===== src/rtl/reg_bus_arbiter.sv =====
// ============================================================================
// Module  : reg_bus_arbiter
// Brief   : Round-robin arbiter sharing one control-register bus among masters,
//           one single-beat write or read per grant (IDLE -> ISSUE -> RESP).
// Revision: 1.0 - initial release
// ============================================================================
`default_nettype none

module reg_bus_arbiter #(
  parameter int NUM_MASTERS = 4,
  parameter int ADDR_W      = 33,
  parameter int DATA_W      = 33,
  parameter int RDATA_W     = 21
) (
  input  logic                          clock,
  input  logic                          reset,
  input  logic [NUM_MASTERS-1:0]        req,
  input  logic [NUM_MASTERS-1:0]        req_write,
  input  logic [NUM_MASTERS*ADDR_W-1:0] req_addr,
  input  logic [NUM_MASTERS*DATA_W-1:0] req_wdata,
  output logic [NUM_MASTERS-1:0]        gnt,
  output logic [NUM_MASTERS-1:0]        ack,
  output logic [RDATA_W-1:0]            rsp_rdata,
  output logic                          busy,
  output logic [ADDR_W-1:0]             reg_address,
  output logic                          reg_write_enable,
  output logic [DATA_W-1:0]             reg_write_data,
  output logic                          reg_read_enable,
  input  logic [RDATA_W-1:0]            reg_read_data
);

  localparam int c_IDX_W = (NUM_MASTERS > 1) ? $clog2(NUM_MASTERS) : 1;

  typedef enum logic [1:0] {
    S_IDLE  = 2'd0,
    S_ISSUE = 2'd1,
    S_RESP  = 2'd2
  } state_t;

  state_t                   r_state;
  state_t                   w_state_next;
  logic                     w_launch;

  logic [c_IDX_W-1:0]       r_ptr;
  logic [c_IDX_W-1:0]       r_winner;
  logic                     r_write;
  logic [ADDR_W-1:0]        r_addr;
  logic [DATA_W-1:0]        r_wdata;
  logic [RDATA_W-1:0]       r_rdata;

  logic [NUM_MASTERS-1:0]   w_rot;
  logic                     w_found;
  logic [c_IDX_W-1:0]       w_winner;
  logic                     w_sel_write;
  logic [ADDR_W-1:0]        w_sel_addr;
  logic [DATA_W-1:0]        w_sel_wdata;
  logic [NUM_MASTERS-1:0]   w_onehot;

  function automatic int f_wrap(input int base, input int off);
    int s;
    s = base + off;
    if (s >= NUM_MASTERS) s = s - NUM_MASTERS;
    return s;
  endfunction

  // Rotate requests so bit 0 is the master at ptr; first set bit wins.
  always_comb begin
    w_rot    = NUM_MASTERS'({req, req} >> r_ptr);
    w_found  = 1'b0;
    w_winner = '0;
    for (int j = 0; j < NUM_MASTERS; j++) begin
      if (!w_found && w_rot[j]) begin
        w_found  = 1'b1;
        w_winner = c_IDX_W'(f_wrap(int'(r_ptr), j));
      end
    end
  end

  always_comb begin
    w_sel_write = 1'b0;
    w_sel_addr  = '0;
    w_sel_wdata = '0;
    for (int i = 0; i < NUM_MASTERS; i++) begin
      if (c_IDX_W'(i) == w_winner) begin
        w_sel_write = req_write[i];
        w_sel_addr  = req_addr[i*ADDR_W +: ADDR_W];
        w_sel_wdata = req_wdata[i*DATA_W +: DATA_W];
      end
    end
  end

  always_ff @(posedge clock or negedge reset) begin
    if (!reset) r_state <= S_IDLE;
    else        r_state <= w_state_next;
  end

  always_comb begin
    w_state_next = r_state;
    w_launch     = 1'b0;
    case (r_state)
      S_IDLE: begin
        if (w_found) begin
          w_launch     = 1'b1;
          w_state_next = S_ISSUE;
        end
      end
      S_ISSUE: w_state_next = S_RESP;
      S_RESP:  w_state_next = S_IDLE;
      default: w_state_next = S_IDLE;
    endcase
  end

  always_ff @(posedge clock or negedge reset) begin
    if (!reset) begin
      r_ptr    <= '0;
      r_winner <= '0;
      r_write  <= 1'b0;
      r_addr   <= '0;
      r_wdata  <= '0;
      r_rdata  <= '0;
    end else begin
      if (w_launch) begin
        r_winner <= w_winner;
        r_write  <= w_sel_write;
        r_addr   <= w_sel_addr;
        r_wdata  <= w_sel_wdata;
      end
      if (r_state == S_ISSUE && !r_write) r_rdata <= reg_read_data;
      if (r_state == S_RESP) r_ptr <= c_IDX_W'(f_wrap(int'(r_winner), 1));
    end
  end

  // Outputs decode from the state register, so async reset clears them at once.
  assign w_onehot         = {{(NUM_MASTERS-1){1'b0}}, 1'b1} << r_winner;
  assign gnt              = (r_state != S_IDLE) ? w_onehot : '0;
  assign ack              = (r_state == S_RESP) ? w_onehot : '0;
  assign busy             = (r_state != S_IDLE);
  assign reg_write_enable = (r_state == S_ISSUE) && r_write;
  assign reg_read_enable  = (r_state == S_ISSUE) && !r_write;
  assign reg_address      = r_addr;
  assign reg_write_data   = r_wdata;
  assign rsp_rdata        = r_rdata;

endmodule

`default_nettype wire

===== config.mk =====
export PLATFORM = sky130hd
export DESIGN_NAME = reg_bus_arbiter
export DESIGN_NICKNAME = d
export VERILOG_FILES = /design/src/rtl/reg_bus_arbiter.sv
export SDC_FILE = /design/constraint.sdc
export NUM_CORES = 1
export LEC_CHECK = 0
export ABC_AREA = 1
export CAP_MARGIN = 20
export CORE_AREA = 8 8 146 148
export CTS_BUF_LIST = sky130_fd_sc_hd__clkbuf_4 sky130_fd_sc_hd__clkbuf_8
export CTS_CLUSTER_DIAMETER = 60
export DETAILED_ROUTE_END_ITERATION = 10
export DIE_AREA = 0 0 154 156
export DONT_BUFFER_PORTS = 1
export MAX_ROUTING_LAYER = met4
export PLACE_DENSITY_LB_ADDON = 0.12
export SKIP_CTS_REPAIR_TIMING = 1
export SYNTH_ARGS = -nofsm -noshare
export SYNTH_HDL_FRONTEND = slang
export SYNTH_SLANG_ARGS = --single-unit

===== constraint.sdc =====
create_clock -name clock -period 2.8 [get_ports clock]
set_clock_uncertainty 0.05 [all_clocks]
set_input_delay 0.42 -clock clock [delete_from_list [all_inputs] [get_ports clock]]
set_output_delay 0.42 -clock clock [all_outputs]
set_load 0.03 [all_outputs]

# After elaboration in Yosys (flattened, before gate mapping)
# Index checks and enable logic that the tools add are counted.
dict set report word_totals {
  in_bits 295
  wordCells 72
  ff_bits 94
  out_inout_bits 98
}
dict set report op_classes {
  magnitude_cmp 5
  addsub 9
  n_shift 2
  n_eq_ne 6
  mux 31
  n_reduce_logical 12
}
# op n
set ops {}
lappend ops {{$mux W33} 8}
lappend ops {{$mux W2} 10}
lappend ops {{$ge A3 B3 Y1 const B} 4}
lappend ops {{$mux W1} 10}
lappend ops {{$sub A2 B1 Y2 const B} 5}
lappend ops {{$mux W4} 2}
lappend ops {{$shr A8 B2 Y4} 1}
lappend ops {{$add A2 B1 Y3 const B} 2}
lappend ops {{$add A2 B2 Y3 const B} 2}
lappend ops {{$logic_and A1 B1 Y1} 5}
lappend ops {{$eq A2 B2 Y1 const A} 2}
lappend ops {{$logic_not A1 Y1} 4}
lappend ops {{$logic_not A2 Y1} 2}
lappend ops {{$pmux W2 S2} 1}
lappend ops {{$shl A1 B2 Y4 const A} 1}
lappend ops {{$ge A2 B3 Y1 const B} 1}
lappend ops {{$eq A1 B2 Y1 const A} 1}
lappend ops {{$eq A2 B1 Y1 const B} 1}
lappend ops {{$eq A2 B2 Y1 const B} 1}
lappend ops {{$ne A2 B2 Y1 const B} 1}
lappend ops {{$reduce_bool A2 Y1} 1}

# Logic depth before layout (Yosys ltp)
dict set report depth {
  depth_word 16
  ltp_mapped 19
}

# Worst setup path before layout
# No wires, ideal clock.
dict set report synth_timing {
  kind {reg2reg}
  start {register r_ptr[0]}
  end {register r_addr[23] (netlist: reg_address[23])}
  setup_slack_ps 820
  synth_period_minus_slack_ps 1980
  setup_time_ps 117
  path_stages_with_launch 16
  path_buffers 3
  t_arrival_ps 1813
  t_required_ps 2633
  cell_sequence {dfrtp_1 -> buf_6 -> inv_4 -> nand2_1 -> nand3_2 -> nand2_2 -> nor2_4 -> nand4_2 -> nand2_4 -> nand2_2 -> buf_4 -> buf_6 -> o21ai_0 -> inv_1 -> nand2_1 -> nand2_1}
}
dict set report synth_between {
  elab_chain_cells 16
  word_cells_on_any_way 40
  cone_classes {add/sub: 7; order compare: 4; eq/ne: 3; shift: 1; mux: 18; reduce/logical: 7}
}
# item line_no
set synth_lines {}
lappend synth_lines {{from (decl)} 44} ;# logic [c_IDX_W-1:0] r_ptr;
lappend synth_lines {{from (signal assigned)} 129} ;# if (r_state == S_RESP) r_ptr <= c_IDX_W'(f_wrap(int'(r_winner), 1));
lappend synth_lines {{branches (longest 16 deep; another with $add A2 B1 Y3)} n/a}
lappend synth_lines {{to (signal assigned)} 125} ;# r_addr <= w_sel_addr;
lappend synth_lines {{to (decl)} 47} ;# logic [ADDR_W-1:0] r_addr;
# Parallel ways; which one is timed is not known.
# A chain may end at the register's enable or synchronous reset.

# Final worst setup path
dict set report layout_timing {
  start {register r_ptr[1]}
  end {register r_wdata[3] (netlist: reg_write_data[3])}
}
dict set report layout_between {
  elab_chain_cells 16
  word_cells_on_any_way 40
  cone_classes {add/sub: 7; order compare: 4; eq/ne: 3; shift: 1; mux: 18; reduce/logical: 7}
}
# item line_no
set layout_lines {}
lappend layout_lines {{branches (longest 16 deep; another with $add A2 B1 Y3)} n/a}
lappend layout_lines {{to (signal assigned)} 126} ;# r_wdata <= w_sel_wdata;
lappend layout_lines {{to (decl)} 48} ;# logic [DATA_W-1:0] r_wdata;
# Parallel ways; which one is timed is not known.

==> impl_metrics.xml <==
<?xml version="1.0" encoding="UTF-8"?>
<metrics>
  <group name="placed_design">
    <metric name="dpl.hpwl" unit="um">19000</metric>
    <metric name="place_worst_setup_slack" unit="ns">0.281</metric>
    <metric name="place_congestion" unit="">0.876</metric>
    <metric name="place.port_buffers" unit="">0</metric>
  </group>
  <group name="flow_run">
    <metric name="cap_viol_max_count" unit="">0</metric>
  </group>
  <group name="final_layout">
    <metric name="most_used_cells_in_the_layout_excluding_fill_and_tap_cells" unit="">428 x nand2_1, 138 x nand3_1, 110 x inv_1</metric>
    <metric name="areaGrowthSynthToFinish" unit="%">7.69</metric>
    <metric name="final_nets" unit="">1246</metric>
    <metric name="layout-drive-gt1-share" unit="">0.0557</metric>
    <metric name="most_frequent_standard_cell_in_the_layout_excluding_fill_and_tap_cells" unit="">nand2_1</metric>
    <metric name="layout.core_utilization" unit="">0.349</metric>
  </group>
  <group name="detailed_routing">
    <metric name="wl_per_cell" unit="um">21.2</metric>
    <metric name="detail-route-antenna-nets" unit="">0</metric>
    <metric name="drt_iter0_markers" unit="">491</metric>
    <metric name="drt_first_pass_iters" unit="">5</metric>
    <metric name="drc" unit="">0</metric>
    <metric name="route.vias.total" unit="">6115</metric>
    <metric name="detail_route.wirelength" unit="um">25200</metric>
    <metric name="avgViaCountPerCell" unit="">5.14</metric>
  </group>
  <group name="logic_synthesis">
    <metric name="synth_area" unit="sq mm">0.00618</metric>
    <metric name="syn-instance-count" unit="">976</metric>
    <metric name="postSynth.topFlopCell" unit="">dfrtp_1</metric>
    <metric name="mux_cell_area_share_after_synthesis" unit="">0</metric>
    <metric name="synth_cell_type_count" unit="">26</metric>
    <metric name="syn-num-nets" unit="">1275</metric>
    <metric name="synth_fa_ha_area_frac" unit="">0.00810</metric>
    <metric name="synth-seq-cells" unit="">94</metric>
    <metric name="main_combinational_cell_family_by_area_after_synthesis" unit="">simple AND/OR/NAND/NOR gates</metric>
    <metric name="synth.yosys.seq_area_share" unit="">0.381</metric>
    <metric name="compound_gate_fraction_of_synth_area" unit="">0.0867</metric>
    <metric name="synth_enable_flop_cells" unit="">0</metric>
    <metric name="syn_avg_cell_area" unit="sq um">6.33</metric>
    <metric name="yosys.area_share.simple" unit="">0.400</metric>
    <metric name="asyncSetResetFlopFracSynth" unit="">1.00</metric>
    <metric name="synth_xor_xnor_area_share" unit="">0.00142</metric>
    <metric name="yosys_warnings" unit="">0</metric>
  </group>
  <group name="clock_tree">
    <metric name="cts_tree" unit="">yes</metric>
    <metric name="maximum_level_of_the_cts_h_tree" unit="">3</metric>
    <metric name="cts.reportedPaths.clkPinSlew" unit="ns">0.11</metric>
    <metric name="tritoncts_num_sinks" unit="">94</metric>
    <metric name="clock_path_buffers" unit="">2</metric>
    <metric name="cts_inserted_buffers" unit="">9</metric>
    <metric name="clk-insertion-delay-late" unit="ns">0.37</metric>
    <metric name="clockRootBuffer" unit="">clkbuf_8</metric>
  </group>
  <group name="run_status">
    <metric name="status" unit="">finished clean</metric>
  </group>
  <group name="die">
    <metric name="coreArea" unit="sq mm">0.0191</metric>
    <metric name="width_of_the_die" unit="um">154</metric>
    <metric name="rows" unit="">51</metric>
    <metric name="ios" unit="">393</metric>
    <metric name="die-area" unit="sq mm">0.0240</metric>
    <metric name="chipHeight" unit="um">156</metric>
    <metric name="initial_core_util" unit="">0.324</metric>
  </group>
  <group name="critical_path">
    <metric name="endpoint_kind" unit="">flop</metric>
    <metric name="crit_type" unit="">reg -&gt; reg</metric>
    <metric name="cpMostUsedCell" unit="">nand2_1</metric>
    <metric name="crit_path_top_delay_cell" unit="">dfrtp_1</metric>
    <metric name="critical_path.startpoint_type" unit="">flop</metric>
    <metric name="crit_path_max_incr_delay" unit="ns">0.49</metric>
    <metric name="critical_path.cell_chain" unit="">inv_2 &gt; nand3_1 &gt; nand2_1 &gt; inv_1 &gt; a21oi_1 &gt; nand2_1 &gt; nand2_2 &gt; buf_4 &gt; nor2_4 &gt; buf_4 &gt; nand2_1 &gt; nand3_1 &gt; nand2_1 &gt; nand2_1</metric>
    <metric name="worstPathRequired" unit="ns">3.02</metric>
    <metric name="cp_num_buf_inv" unit="">4</metric>
    <metric name="path_max_fanout" unit="">39</metric>
    <metric name="timing.critical_path.max_delay_family" unit="">buffers and inverters</metric>
    <metric name="cp_arrival" unit="ns">2.66</metric>
  </group>
  <group name="sta">
    <metric name="hold_violations" unit="">0</metric>
    <metric name="final_cycle_share" unit="">0.872</metric>
    <metric name="setup-violations-final" unit="">0</metric>
    <metric name="drv_slew" unit="">0</metric>
    <metric name="relSlewSlack" unit="">0.619</metric>
    <metric name="achievable-frequency" unit="GHz">0.410</metric>
    <metric name="final.setup.worst_slack" unit="ns">0.358</metric>
    <metric name="totalNegativeSetupSlack" unit="ns">0</metric>
    <metric name="finalWorstPathRequiredPeriod" unit="ns">2.44</metric>
    <metric name="max_slew.worst_pin.slew" unit="ns">0.570</metric>
    <metric name="rsz0062_at_grt" unit="">false</metric>
  </group>
  <group name="grt">
    <metric name="grt_first_pass_wirelength" unit="um">37600</metric>
    <metric name="grt-ovfl-total" unit="">0</metric>
    <metric name="antenna_found_initial" unit="">1</metric>
    <metric name="grt_pass1_vias" unit="">6315</metric>
    <metric name="gr-usage-all-layers" unit="">0.209</metric>
    <metric name="grt_start_max_net_pins" unit="">95</metric>
  </group>
  <group name="pwr">
    <metric name="vdd_ir_drop_max" unit="mV">0.603</metric>
    <metric name="power.total" unit="W">0.0131</metric>
    <metric name="power_per_cell_area" unit="mW/mm^2">1960</metric>
    <metric name="cellLeakagePower" unit="nW">3.72</metric>
  </group>
  <group name="hold_path">
    <metric name="hp_class" unit="">in -&gt; reg</metric>
  </group>
</metrics>
-- cell type report --
class	instances	area, sq um
multi-input cells	707	3070
repair buffers	21	255
flip-flops and latches	94	2350
inverters	114	430
clock buffers	9	124
diodes	1	2.50
clock inverters	6	118
well taps	238	298
fillers	2138	12400
-- registers in the layout (all words and copies together), names as in the netlist --
register        cells
r_write             1
rsp_rdata          21
r_state             2
reg_address        33
r_winner            2
r_ptr               2
reg_write_data     33
-- through the flow --
| stage | cell area [sq um] | hold WS (ns) | instances |
|---|---|---|---|
| after global routing | 6660 | 0.0607 | 1190 |
| after detailed placement | 6370 | 0.0779 | 1172 |
| after CTS | 6610 | -0.372 | 1187 |
| final | 6660 | 0.0886 | 1190 |
| after global placement | 6370 | 0.0777 | 1172 |
| after floorplan | 6180 | 0.0744 | 976 |
-- Yosys cell counts (2+ instances only) --
cell,instances,area [sq um]
dfrtp_1,94,2350
nand2_2,4,25.0
o21ai_0,99,495
nor2_2,2,12.5
a21oi_1,2,10.0
nand3_1,138,691
clkbuf_1,25,93.8
nand4_1,2,12.5
inv_1,111,417
clkbuf_2,4,20.0
nor2_1,13,48.8
buf_2,17,85.1
buf_6,6,67.6
buf_4,8,60.1
o21ai_1,6,30.0
inv_2,2,7.51
nor2_4,3,33.8
ha_1,4,50.1
nand2_1,429,1610
-- worst paths after layout --
| kind | endpoint | startpoint | cells past startpoint | slack, ns |
|---|---|---|---|---|
| setup / recovery | reg_write_data[3] | r_ptr[1] | 14 | 0.36 |
| hold / removal | rsp_rdata[13] | reg_read_data[13] | 2 | 0.09 |
| setup reg to reg | reg_write_data[3] | r_ptr[1] | 14 | 0.36 |
| hold reg to reg | r_state[1] | r_state[1] | 1 | 0.45 |
| max in group asynchronous | r_ptr[0] | reset | 2 | 1.67 |
| min in group asynchronous | reg_address[27] | reset | 2 | 0.54 |
-- cells by family after synthesis --
group                    after synthesis
adder cells (fa/ha/maj)                4
buffers and inverters                175
AO/OA/AOI/OAI                        107
flip-flops                            94
XOR/XNOR                               1
AND/OR/NAND/NOR                      595
-- layer usage --
metal  track usage  share of wire  up-vias
li1              -              -     2968
met1         0.239           0.40     2824
met2         0.347           0.49      294
met3        0.0596          0.087       29
met4        0.0719          0.022        0
met5             -              0        -
-- power by group --
group | internal [W] | switching (W) | total (W)
clock | 0.000599 | 0.000551 | 0.00115
sequential | 0.00208 | 0.00187 | 0.00395
combinational | 0.00254 | 0.00541 | 0.00795
total | 0.00522 | 0.00783 | 0.0131
(Power assumes the default switching activity.)
